===== src/rtl/alu_pkg.sv =====
// Shared ALU definitions: opcode map, sequencer state encoding and default program depth.
package alu_pkg;

  localparam int unsigned DEPTH = 16;
  localparam int unsigned IW    = 12;

  typedef enum logic [3:0] {
    OpNop = 4'd0,
    OpLdi = 4'd1,
    OpAdd = 4'd2,
    OpSub = 4'd3,
    OpNot = 4'd4,
    OpAnd = 4'd5,
    OpIor = 4'd6,
    OpXor = 4'd7,
    OpShl = 4'd8,
    OpShr = 4'd9
  } opcode_e;

  typedef enum logic [2:0] {
    StReset,
    StIdle,
    StRun,
    StDone,
    StError
  } state_e;

  // Codes above SHR are reserved and treated as illegal.
  function automatic logic op_valid(input logic [3:0] op);
    return op <= 4'(OpShr);
  endfunction

endpackage


===== src/rtl/alu_prog_mem.sv =====
// Program store: one synchronous write port, one asynchronous read port, no reset.
module alu_prog_mem #(
  parameter int unsigned DEPTH = alu_pkg::DEPTH,
  localparam int unsigned AW = $clog2(DEPTH)
) (
  input  logic                   clock,
  input  logic                   wen,
  input  logic [AW-1:0]          waddr,
  input  logic [alu_pkg::IW-1:0] wdata,
  input  logic [AW-1:0]          raddr,
  output logic [alu_pkg::IW-1:0] rdata
);

  logic [alu_pkg::IW-1:0] mem [DEPTH];

  always_ff @(posedge clock) begin
    if (wen) begin
      mem[waddr] <= wdata;
    end
  end

  assign rdata = mem[raddr];

endmodule


===== src/rtl/alu_sequencer.sv =====
// Issues a stored ALU program one instruction per cycle, honouring a downstream hold.
module alu_sequencer #(
  parameter int unsigned DEPTH = alu_pkg::DEPTH,
  localparam int unsigned AW = $clog2(DEPTH),
  localparam int unsigned CW = $clog2(DEPTH + 1)
) (
  input  logic                   clock,
  input  logic                   reset,
  input  logic                   prog_wen,
  input  logic [AW-1:0]          prog_addr,
  input  logic [alu_pkg::IW-1:0] prog_data,
  input  logic                   start,
  input  logic [CW-1:0]          len,
  input  logic                   hold,
  output logic [alu_pkg::IW-1:0] inst,
  output logic                   inst_wen,
  output logic                   busy,
  output logic                   done,
  output logic                   error,
  output logic [AW-1:0]          pc
);

  import alu_pkg::*;

  state_e        state_q, state_d;
  logic [AW-1:0] pc_q, pc_d;
  logic [CW-1:0] count_q, count_d;
  logic          first_q, first_d;
  logic [IW-1:0] first_inst_q, first_inst_d;
  logic          busy_q, done_q, error_q;

  logic [IW-1:0] rd_data;
  logic [IW-1:0] cur_inst;
  logic          run;
  logic          mem_wen;
  logic          bad_op;

  assign run     = (state_q == StRun);
  assign mem_wen = prog_wen && ((state_q == StIdle) || (state_q == StDone));

  // Outside Run the read port looks at slot 0 so start can snapshot it before a same-cycle write.
  alu_prog_mem #(
    .DEPTH(DEPTH)
  ) u_mem (
    .clock(clock),
    .wen  (mem_wen),
    .waddr(prog_addr),
    .wdata(prog_data),
    .raddr(run ? pc_q : '0),
    .rdata(rd_data)
  );

  assign cur_inst = first_q ? first_inst_q : rd_data;
  assign bad_op   = !op_valid(cur_inst[11:8]);
  assign inst     = run ? cur_inst : '0;
  assign inst_wen = run && !hold && !bad_op;
  assign busy     = busy_q;
  assign done     = done_q;
  assign error    = error_q;
  assign pc       = pc_q;

  always_comb begin
    state_d      = state_q;
    pc_d         = pc_q;
    count_d      = count_q;
    first_d      = first_q;
    first_inst_d = first_inst_q;
    case (state_q)
      StReset: state_d = StIdle;
      StIdle, StDone: begin
        if (start) begin
          if (len == '0) begin
            state_d = StDone;
          end else if (len > CW'(DEPTH)) begin
            state_d = StError;
          end else begin
            state_d      = StRun;
            pc_d         = '0;
            count_d      = len;
            first_d      = 1'b1;
            first_inst_d = rd_data;
          end
        end
      end
      StRun: begin
        if (!hold) begin
          if (bad_op) begin
            state_d = StError;
          end else begin
            pc_d    = pc_q + 1'b1;
            count_d = count_q - 1'b1;
            first_d = 1'b0;
            if (count_q == CW'(1)) begin
              state_d = StDone;
            end
          end
        end
      end
      StError: state_d = StError;
      default: state_d = StReset;
    endcase
  end

  always_ff @(posedge clock or posedge reset) begin
    if (reset) begin
      state_q      <= StReset;
      pc_q         <= '0;
      count_q      <= '0;
      first_q      <= 1'b0;
      first_inst_q <= '0;
      busy_q       <= 1'b0;
      done_q       <= 1'b0;
      error_q      <= 1'b0;
    end else begin
      state_q      <= state_d;
      pc_q         <= pc_d;
      count_q      <= count_d;
      first_q      <= first_d;
      first_inst_q <= first_inst_d;
      busy_q       <= (state_d == StRun);
      done_q       <= (state_d == StDone);
      error_q      <= (state_d == StError);
    end
  end

endmodule


===== config.mk =====
export PLATFORM = sky130hd
export DESIGN_NAME = alu_sequencer
export DESIGN_NICKNAME = d
export VERILOG_FILES = /design/src/rtl/alu_pkg.sv /design/src/rtl/alu_prog_mem.sv /design/src/rtl/alu_sequencer.sv
export SDC_FILE = /design/constraint.sdc
export NUM_CORES = 1
export LEC_CHECK = 0
export CAP_MARGIN = 30
export CORE_AREA = 4 4 150 152
export CTS_BUF_LIST = sky130_fd_sc_hd__clkbuf_16
export CTS_CLUSTER_DIAMETER = 120
export DETAILED_ROUTE_END_ITERATION = 10
export DIE_AREA = 0 0 154 156
export GPL_TIMING_DRIVEN = 0
export SLEW_MARGIN = 10
export SYNTH_ARGS = -nofsm -noshare
export SYNTH_HDL_FRONTEND = slang
export SYNTH_SLANG_ARGS = --single-unit

===== constraint.sdc =====
create_clock -name clock -period 2.95 [get_ports clock]
set_input_delay 0.59 -clock clock [delete_from_list [all_inputs] [get_ports clock]]
set_output_delay 0.59 -clock clock [all_outputs]
set_load 0.05 [all_outputs]

### Word level (Yosys, flattened, before mapping)

Memory sizes are Yosys's and may differ from the RTL's.
Cells that the tools add are included.

* add/subtract/negate cells: 2
* magnitude comparators: 2
* eq/ne operators: 13
* multiplexer cells: 30
* bitwise logic cells: 2
* reductions and logical operators: 11

Operators with widths (count)
* 5-bit two-way mux: 5
* 12-bit two-way mux: 2
* 4-bit two-way mux: 6
* 3-bit two-way mux: 6
* 3-bit by 2-bit equality test with 1-bit output, second input constant: 4
* 3-bit one-hot mux with 4 select lines: 1
* 5-bit one-hot mux with 2 select lines: 1
* 2-bit != test, second input constant: 4
* 4-bit one-hot mux with 2 select lines: 1
* 1-bit two-way mux: 7
* 3-bit equality test, second input constant: 2
* 6-bit AND reduction: 1
* 5-bit by 1-bit equality test with 1-bit output, second input constant: 1
* 5-bit > comparator, second input constant: 1
* 5-bit logical NOT: 1
* 5-bit by 1-bit subtractor with 5-bit output, second input constant: 1
* 4-bit by 1-bit adder with 4-bit output, second input constant: 1
* 4-bit <= comparator, second input constant: 1
* 4-bit AND reduction: 1
* 3-bit by 1-bit equality test with 1-bit output, second input constant: 1
* 1-bit logical AND: 3
* 3-bit logical NOT: 1
* 2-bit by 1-bit != test with 1-bit output, second input constant: 1
* 1-bit NOT: 2
* other kinds (5): 5

* bits in registers: 28
* bits in writable memories: 192
* bits of input ports: 26
* output and inout port bits: 20
* logic and storage cells: 69
* memories kept: 1

Memory list
* u_mem.mem: words 16, width 12, rd ports 1, clocked after memory_dff 0, write ports 1, RTL line alu_prog_mem.sv:14 `logic [alu_pkg::IW-1:0] mem [DEPTH];`

### Longest topological paths before layout

Gate-level depths: netlist of run 1.
An unclocked memory read counts as a cell.

* word-level depth: 9
* gate-level depth with buffers: 13

### Hierarchy

A second synthesis of run 1 with hierarchy kept.

* cell total of the unflattened synthesis: 476
* area total of the unflattened synthesis: 9069.9 um2

Modules (own cells, without submodules)
* alu_prog_mem: instances 1, cells an instance 317, area an instance 7359.6 um2
* alu_sequencer: instances 1, cells an instance 159, area an instance 1710.4 um2

### Worst setup path after synthesis of run 1

OpenSTA, ideal clock, no wires.

* kind: reg-to-output
* start: reg pc_q[0] (netlist: pc[0])
* end: out inst[0] in the netlist's numbering
* arrival: 2906 ps
* setup slack: -546 ps
* cell stages (with the launch flop): 11
* buffers on the path: 4
* path through: dfrtp_1 -> buf_2 -> buf_2 -> buf_2 -> buf_2 -> mux2i_1 -> o221ai_1 -> o21ai_0 -> o22ai_1 -> mux2i_1 -> nor2_1

* word-level cells in the longest chain between the ends: 4

RTL lines
* start: declaration: RTL line alu_sequencer.sv:26 `logic [AW-1:0] pc_q, pc_d;`
* start signal: assignment: RTL line alu_sequencer.sv:116 `pc_q <= pc_d;`
* 4-bit two-way mux: RTL line alu_sequencer.sv:49 `.raddr(run ? pc_q : '0),`
* memory read 16 x 12 bit
* 12-bit two-way mux: RTL line alu_sequencer.sv:53 `assign cur_inst = first_q ? first_inst_q : rd_data;`
* 12-bit two-way mux: RTL line alu_sequencer.sv:55 `assign inst = run ? cur_inst : '0;`
* end: declaration: RTL line alu_sequencer.sv:15 `output logic [alu_pkg::IW-1:0] inst,`

No other way between the ends.

### Worst setup path in the final report of run 1

* start: reg state_q[2]
* end: out inst_wen

* word-level cells in the longest chain between the ends: 6

RTL lines
* start: declaration: RTL line alu_sequencer.sv:25 `state_e state_q, state_d;`
* start signal: assignment: RTL line alu_sequencer.sv:106 `state_q <= StReset;`
* start signal: assignment: RTL line alu_sequencer.sv:115 `state_q <= state_d;`
* 3-bit by 2-bit equality test with 1-bit output *: RTL line alu_sequencer.sv:38 `assign run = (state_q == StRun);`
* 4-bit two-way mux: RTL line alu_sequencer.sv:49
* memory read 16 x 12 bit
* 12-bit two-way mux: RTL line alu_sequencer.sv:53
* 4-bit <= comparator: RTL line alu_pkg.sv:30 `return op <= 4'(OpShr);`
* 1-bit logical AND *: RTL line alu_sequencer.sv:56 `assign inst_wen = run && !hold && !bad_op;`
* end: declaration: RTL line alu_sequencer.sv:16 `output logic inst_wen,`

Mark *: on every way between the ends. The rest lies on a longest branch, timed or not.

==> key figures, run 1 <==
Synthesis
  – Syn nets: 692
  – Cell with the most instances after synthesis: edfxtp_1
  – Yosys top cell area share: 60.99%
  – Syn Std Cell Area: 9453 um2
  – Yosys warns: 0
  – Largest cells by area after synthesis: edfxtp_1 (61%), dfrtp_1 (7.4%), mux2i_1 (6.5%)
  – Syn_area_per_cell: 14.32 um2
  – Most common library cells after synthesis: edfxtp_1 (192), mux2i_1 (61), a21oi_1 (46), nor2_1 (46), nand2_1 (35)
  – Flops & latches, synth: 220
  – Post-synthesis async set-or-reset flop share: 12.73%
  – Leading area contributor after synthesis: edfxtp_1
  – Syn Inst Count: 660
  – Seq/Total Area, Yosys: 68.41%
  – Dominant synthesized flop cell: edfxtp_1
  – Number of synthesized flops with an enable pin: 192
  – Cell variety after synth: 65

STA
  – Worst Tran Pin Value: 0.9019 ns
  – Max-slew violations: 0
  – Worst hold slack: 0.4593 ns
  – Setup ws final: -0.6240 ns
  – Worst slew margin: 39.81%
  – Worst Skew: 0.01169 ns
  – RSZ-0062 raised after global routing: true
  – F_max: 279.8 MHz
  – Final setup vio count: 13
  – Final Hold Vio Count: 0
  – Final min period: 3.574 ns
  – Crit share post-route: 121.2%
  – Setup TNS: -5.395 ns

Worst setup path
  – CP Cell Sequence: nand4bb_1 > buf_6 > buf_8 > a221o_1 > nand3_2 > nand4_1 > mux2i_2 > a31oi_4 > buf_6 > nor3_4 > buf_6
  – Crit end category: output port
  – Crit-path max FO: 8
  – Critical path type: register to output port
  – Crit-path slowest cell: dfrtp_2
  – Worst EP required: 2.36 ns
  – Startpoint types: register
  – Most frequent CP cell: buf_6
  – Slowest stage delay, CP: 0.44 ns
  – Arrival @ worst endpoint: 2.98 ns

Clock network
  – CTS sink cnt: 220
  – Hold-fix buffers at CTS: 0
  – TritonCTS buffer count: 23
  – Max Buffers Root-to-Sink: 3
  – H-tree Lvls: 1
  – CTS root buf: clkbuf_16
  – TritonCTS clock tree: yes
  – Clock Latency Late Sink: 0.51 ns
  – CTS clk-pin slew, worst paths: 0.06 ns

Run status
  – Failing checks: negative setup slack
  – Outcome: complete, but fails checks

Placed design
  – GPL Wtd Cong: 0.8367
  – HPWL Detailed: 16230 um
  – PortBufs: 44

Floorplan
  – # rows: 53
  – # IOs: 46
  – Starting Density: 44.97%
  – Die area: 24020 um2
  – Core box area: 21020 um2
  – Die height: 156 um
  – Die Wd: 154 um

Detailed routing
  – Routed Antenna Nets: 0
  – DR WL/cell: 22.97 um
  – WL final: 24630 um
  – DR pass1 iterations: 5
  – DRT iter0 DRCs: 541
  – Via count: 6257
  – Vias per cell: 5.837
  – DRC: 0

Global route
  – First-pass GRT wire length: 37230 um
  – Largest net degree at the start of global routing: 17
  – Vias in the first global route: 6312
  – GRT overflow: 0
  – GRT Total Usage: 20.07%
  – Initial antenna violation count: 0

Pwr
  – Pwr Total: 10.43 mW
  – Leakage power: 4.347 nW
  – Maximum vdd ir drop: 0.4365 mV
  – Cell Pwr Density: 848.4 nW/um2

Finish
  – Antenna diodes: 0
  – Fraction of layout cells with a size suffix above 1: 34.13%
  – Nets@finish: 812
  – Area Growth Syn to Fin: 30.06%
  – Fillers: 1594

Run
  – Max-cap violations: 0

Min path
  – Hold Path Class: input pin to async pin
[layout by cell type (no fill, tap or decap), drive strengths merged, types with 3 or more instances in the layout]
| master | instances |
|---|---|
| edfxtp | 192 |
| buf | 91 |
| mux2i | 62 |
| nor2 | 48 |
| a21oi | 47 |
| clkbuf | 42 |
| nand2 | 35 |
| clkdlybuf4s50 | 31 |
| dfrtp | 28 |
| mux2 | 22 |
| o221ai | 20 |
| o22ai | 20 |
| o21ai | 18 |
| inv | 15 |
| nor3 | 10 |
| and3 | 8 |
| a221oi | 8 |
| nand3 | 7 |
| ha | 6 |
| bufinv | 6 |
| nand2b | 5 |
| o211ai | 5 |
| clkinv | 5 |
| clkinvlp | 4 |
| nand4 | 4 |
| or3 | 4 |
| nand4bb | 4 |
| a211o | 3 |
| a221o | 3 |
| nor4 | 3 |
| a22oi | 3 |
| nor3b | 3 |
| and2 | 3 |
[routing by layer]
| metal | part of all wire (%) | GRT usage (%) |
|---|---|---|
| met3 | 7.0 | 3.689 |
| met1 | 41 | 26.96 |
| met2 | 50 | 34.40 |
| met4 | 1.7 | 4.373 |
| met5 | 0 | 0 |
[registers in the layout, indices dropped and copies added (netlist names)]
signal and cells:
u_mem.mem 192, first_inst_q 12, count_q 5, pc 4, state_q 3, busy 1, done 1, error 1
first_q 1
[where the power goes]
group	switching, mW	internal (mW)
Combinational	1.98	1.48
Clock	1.23	1.97
Sequential	0.153	3.62
Total	3.36	7.07
[per-stage QoR]
step	cell area, um2	util (%)	setup WS (ns)	instances
detailed placement	10500	49.93	-1.275	993
finish	12290	58.48	-0.6240	1072
global route	12290	58.48	-0.6880	1072
CTS	11990	57.06	-0.5816	1060
global placement	10330	49.13	-1.208	979
floorplan	9544	-	-0.1069	660
[cells by family after synthesis]
group / Yosys count / synth area share, %
AOI/OAI and AO/OA: 147 / 10.71
adders and majority gates: 6 / 0.7942
buffers and inverters: 57 / 2.740
DFF: 220 / 68.41
muxes: 85 / 9.464
and+or+nand+nor: 145 / 7.889
[worst paths after layout]
check / slack (ns) / start / cells past startpoint / to
max in group asynchronous: 1.98 / reset / 3 / pc[0]
min: 0.46 / reset / 2 / first_q
max reg2reg: 0.11 / state_q[2] / 11 / count_q[4]
min reg2reg: 0.49 / first_inst_q[10] / 2 / first_inst_q[10]
min in group clock: 0.49 / first_inst_q[10] / 2 / first_inst_q[10]
max: -0.62 / state_q[2] / 11 / inst_wen
[worst max-delay path, delay by kind of cell, from the launching register on]
family | cells | cell delay [ns]
buffers and inverters | 4 | 0.63
DFF | 1 | 0.44
muxes | 1 | 0.31
and+or+nand+nor | 4 | 0.72
AOI/OAI and AO/OA | 2 | 0.38
[final cells by class]
type                       instances  area, um2  area share [%]
buffer                            45      439.2           3.572
clock buffer                      23      575.6           4.681
clock inverter                    19      269.0           2.188
inverter                          11      46.29          0.3766
multi-input combinational        383       3242           26.37
sequential                       220       6470           52.63
tap                              275      344.1           2.799
timing repair buffer              96      908.4           7.389
[timing repair]
| item | in CTS | in global routing |
|---|---|---|
| setup endpoints to repair | 23 | 16 |
| pin swaps | 29 | 26 |
| buffers inserted | 25 | 14 |
| gates cloned | 1 | 0 |
| resized for setup | 209 | 59 |
(Power assumes the default switching activity.)
==> run 2, diff against run 1 <==
Settings changed: CORE_AREA 4 4 150 152 to 4 4 131 133, DIE_AREA 0 0 154 156 to 0 0 135 137, PLACE_DENSITY set to 0.78.
==> run 2 against run 1 <==
  * The flow still finishes with violations (negative setup slack)
  * Final cell count is 6.3% lower
  * Via count is 5.1% higher
  * Clock power is 6.3% lower
  * Worst setup slack better by 0.061 ns
  * Critical path depth is 2 lower
  * Highest routed layer unchanged
==> key figures, run 2 (same netlist as run 1, synthesis figures left out) <==
Floorplan
  – # rows: 46 (was 53)
  – Starting Density: 59.72% (was 44.97%)
  – Die Wd: 135 um (was 154 um)
  – Die area: 18500 um2 (was 24020 um2)
  – # IOs: 46 (unchanged)
  – Core box area: 15830 um2 (was 21020 um2)
  – Die height: 137 um (was 156 um)

Placed design
  – HPWL Detailed: 16090 um (was 16230 um)
  – Post-Place Worst Slack: -1.284 ns (was -1.275 ns)
  – Area post-placement: 10450 um2 (was 10500 um2)
  – GPL Wtd Cong: 0.8719 (was 0.8367)
  – PortBufs: 44 (unchanged)
  – Placed Cells: 934 (was 993)

Pwr
  – Internal: 6.961 mW (was 7.073 mW)
  – Clk pwr share: 29.1% (was 30.7%)
  – Leakage power: 4.324 nW (was 4.347 nW)
  – Sw frac: 32.67% (was 32.18%)
  – Cell Pwr Density: 848.3 nW/um2 (was 848.4 nW/um2)
  – Maximum vdd ir drop: 0.4781 mV (was 0.4365 mV)
  – Seq pwr share: 36.5% (was 36.1%)
  – Logic pwr share: 34.4% (was 33.2%)
  – Net switching power: 3.378 mW (was 3.357 mW)
  – Pwr Total: 10.34 mW (was 10.43 mW)

Worst setup path
  – R2R Setup Slk: 0.09 ns (was 0.11 ns)
  – Worst Reg-to-Reg Cells: 12 (was 11)
  – Startpoint types: register (unchanged)
  – Arrival @ worst endpoint: 2.92 ns (was 2.98 ns)
  – Critical path type: register to output port (unchanged)
  – Worst R2R End: count_q[4] (unchanged)
  – Worst EP required: 2.36 ns (about the same)
  – Crit end category: output port (unchanged)
  – R2R Path Start: state_q[2] (unchanged)
  – Crit-path max FO: 10 (was 8)

Global route
  – First-pass GRT wire length: 38410 um (was 37230 um)
  – Vias in the first global route: 6616 (was 6312)
  – Largest net degree at the start of global routing: 17 (unchanged)
  – GRT overflow: 0 (unchanged)
  – GRT Total Usage: 27.40% (was 20.07%)
  – Initial antenna violation count: 0 (unchanged)

Clock network
  – CTS root buf: clkbuf_16 (unchanged)
  – Max Buffers Root-to-Sink: 3 (unchanged)
  – Clock Latency Late Sink: 0.52 ns (was 0.51 ns)
  – CTS sink cnt: 220 (unchanged)
  – H-tree Lvls: 1 (unchanged)
  – TritonCTS buffer count: 22 (was 23)
  – CTS clk-pin slew, worst paths: 0.06 ns (about the same)
  – TritonCTS clock tree: yes (unchanged)
  – Hold-fix buffers at CTS: 0 (unchanged)

Finish
  – Design area: 12190 um2 (was 12290 um2)
  – Multi-input logic area: 3237 um2 (was 3242 um2)
  – Non-Filler Instances: 1004 (was 1072)
  – FF+latch area: 6470 um2 (unchanged)
  – Top reg by flops: u_mem.mem (unchanged)
  – Number of flip-flops under the largest register name: 192 (unchanged)
  – Fraction of layout cells with a size suffix above 1: 31.73% (was 34.13%)
  – Area Growth Syn to Fin: 28.93% (was 30.06%)
  – Antenna diodes: 0 (unchanged)
  – Nets@finish: 804 (was 812)
  – Commonest non-fill, non-tap cell in the layout: edfxtp_1 (unchanged)
  – Top flop regs: u_mem.mem x192, first_inst_q x12, count_q x5 (unchanged)
  – Most frequent cells in the layout: edfxtp_1 (192), mux2i_1 (49), a21oi_1 (37) (was edfxtp_1 (192), mux2i_1 (48), buf_4 (46))
  – Fillers: 869 (was 1594)

Detailed routing
  – WL final: 25600 um (was 24630 um)
  – DRT iter0 DRCs: 1099 (was 541)
  – Vias per cell: 6.548 (was 5.837)
  – Routed length on met1: 9721 um (was 10180 um)
  – Met3 wire length: 2596 um (was 1729 um)
  – Metal2 WL: 12580 um (was 12310 um)
  – DR pass1 iterations: 6 (was 5)
  – Via count: 6574 (was 6257)
  – Max layer used: met4 (unchanged)
  – Routed Antenna Nets: 0 (unchanged)
  – DR WL/cell: 25.50 um (was 22.97 um)
  – DRC: 0 (unchanged)

STA
  – Final Hold Vio Count: 0 (unchanged)
  – Max-slew violations: 0 (unchanged)
  – Final setup vio count: 13 (unchanged)
  – Worst hold slack: 0.4776 ns (was 0.4593 ns)
  – Setup ws final: -0.5633 ns (was -0.6240 ns)
  – F_max: 284.6 MHz (was 279.8 MHz)
  – Worst Tran Pin Value: 0.9275 ns (was 0.9019 ns)
  – Worst slew margin: 38.10% (was 39.81%)
  – Final min period: 3.513 ns (was 3.574 ns)
  – Worst Skew: 0.01993 ns (was 0.01169 ns)
  – Crit share post-route: 119.1% (was 121.2%)
  – RSZ-0062 raised after global routing: true (unchanged)

Run status
  – Failing checks: negative setup slack (unchanged)
  – Outcome: complete, but fails checks (unchanged)

Run
  – Max-cap violations: 0 (unchanged)

Min path
  – Hold Path Class: input pin to async pin (unchanged)
run 2: how the worst max path moves through the flow:
stage,from,end,slack (ns),depth (start not counted)
2_1_floorplan,pc[0],inst_wen,-0.11,9
3_3_place_gp,state_q[2],inst[8],-1.16,11
3_5_place_dp,state_q[2],inst[8],-1.28,11
4_1_cts,state_q[2],inst[8],-0.54,9
5_1_grt,state_q[2],inst_wen,-0.68,11
6_report,state_q[2],inst[8],-0.56,9
run 2: stage by stage:
stage | TNS, ns | util [%]
floorplan | -0.2229 | -
global placement | -64.10 | 64.79
detailed placement | -16.90 | 66.02
CTS | -5.332 | 75.29
global route | -7.428 | 77.00
finish | -5.882 | 77.00
run 2: final cells by class:
| class | count | share of cell area [%] |
|---|---|---|
| tap | 216 | 2.217 |
| clock buffer | 22 | 4.517 |
| sequential | 220 | 53.09 |
| clock inverter | 18 | 1.879 |
| inverter | 11 | 0.3490 |
| buffer | 44 | 3.552 |
| timing repair buffer | 90 | 7.843 |
| multi-input combinational | 383 | 26.56 |
run 2: critical path, cell delays in order, from the launching register on:
cell	delay (ns)
dfrtp_2	0.45
buf_4	0.21
nand4bb_4	0.27
buf_8	0.19
mux2i_1	0.12
mux4_2	0.54
a21oi_4	0.23
mux2i_2	0.12
nor2_4	0.12
buf_6	0.16
run 2: power by group through the flow:
stage | registers [mW] | clock network, mW | logic [mW]
floorplan | 3.86 | 0 | 1.87
global placement | 3.80 | 0 | 2.63
detailed placement | 3.82 | 0 | 2.73
CTS | 3.76 | 3.00 | 3.30
global route | 3.80 | 3.15 | 3.75
finish | 3.77 | 3.00 | 3.56
run 2: repair_timing:
item,4_1_cts,5_1_grt
pin swaps,24,24
setup buffers,21,8
resized for setup,216,40
setup endpoints to repair,21,17
gates cloned,1,2
run 2: routing by layer:
metal  up-vias  global-route usage (%)
met5         -                       0
met4         0                   6.887
met3        59                   4.743
met2       421                   46.30
met1      3278                   37.50
li1       2816                       -
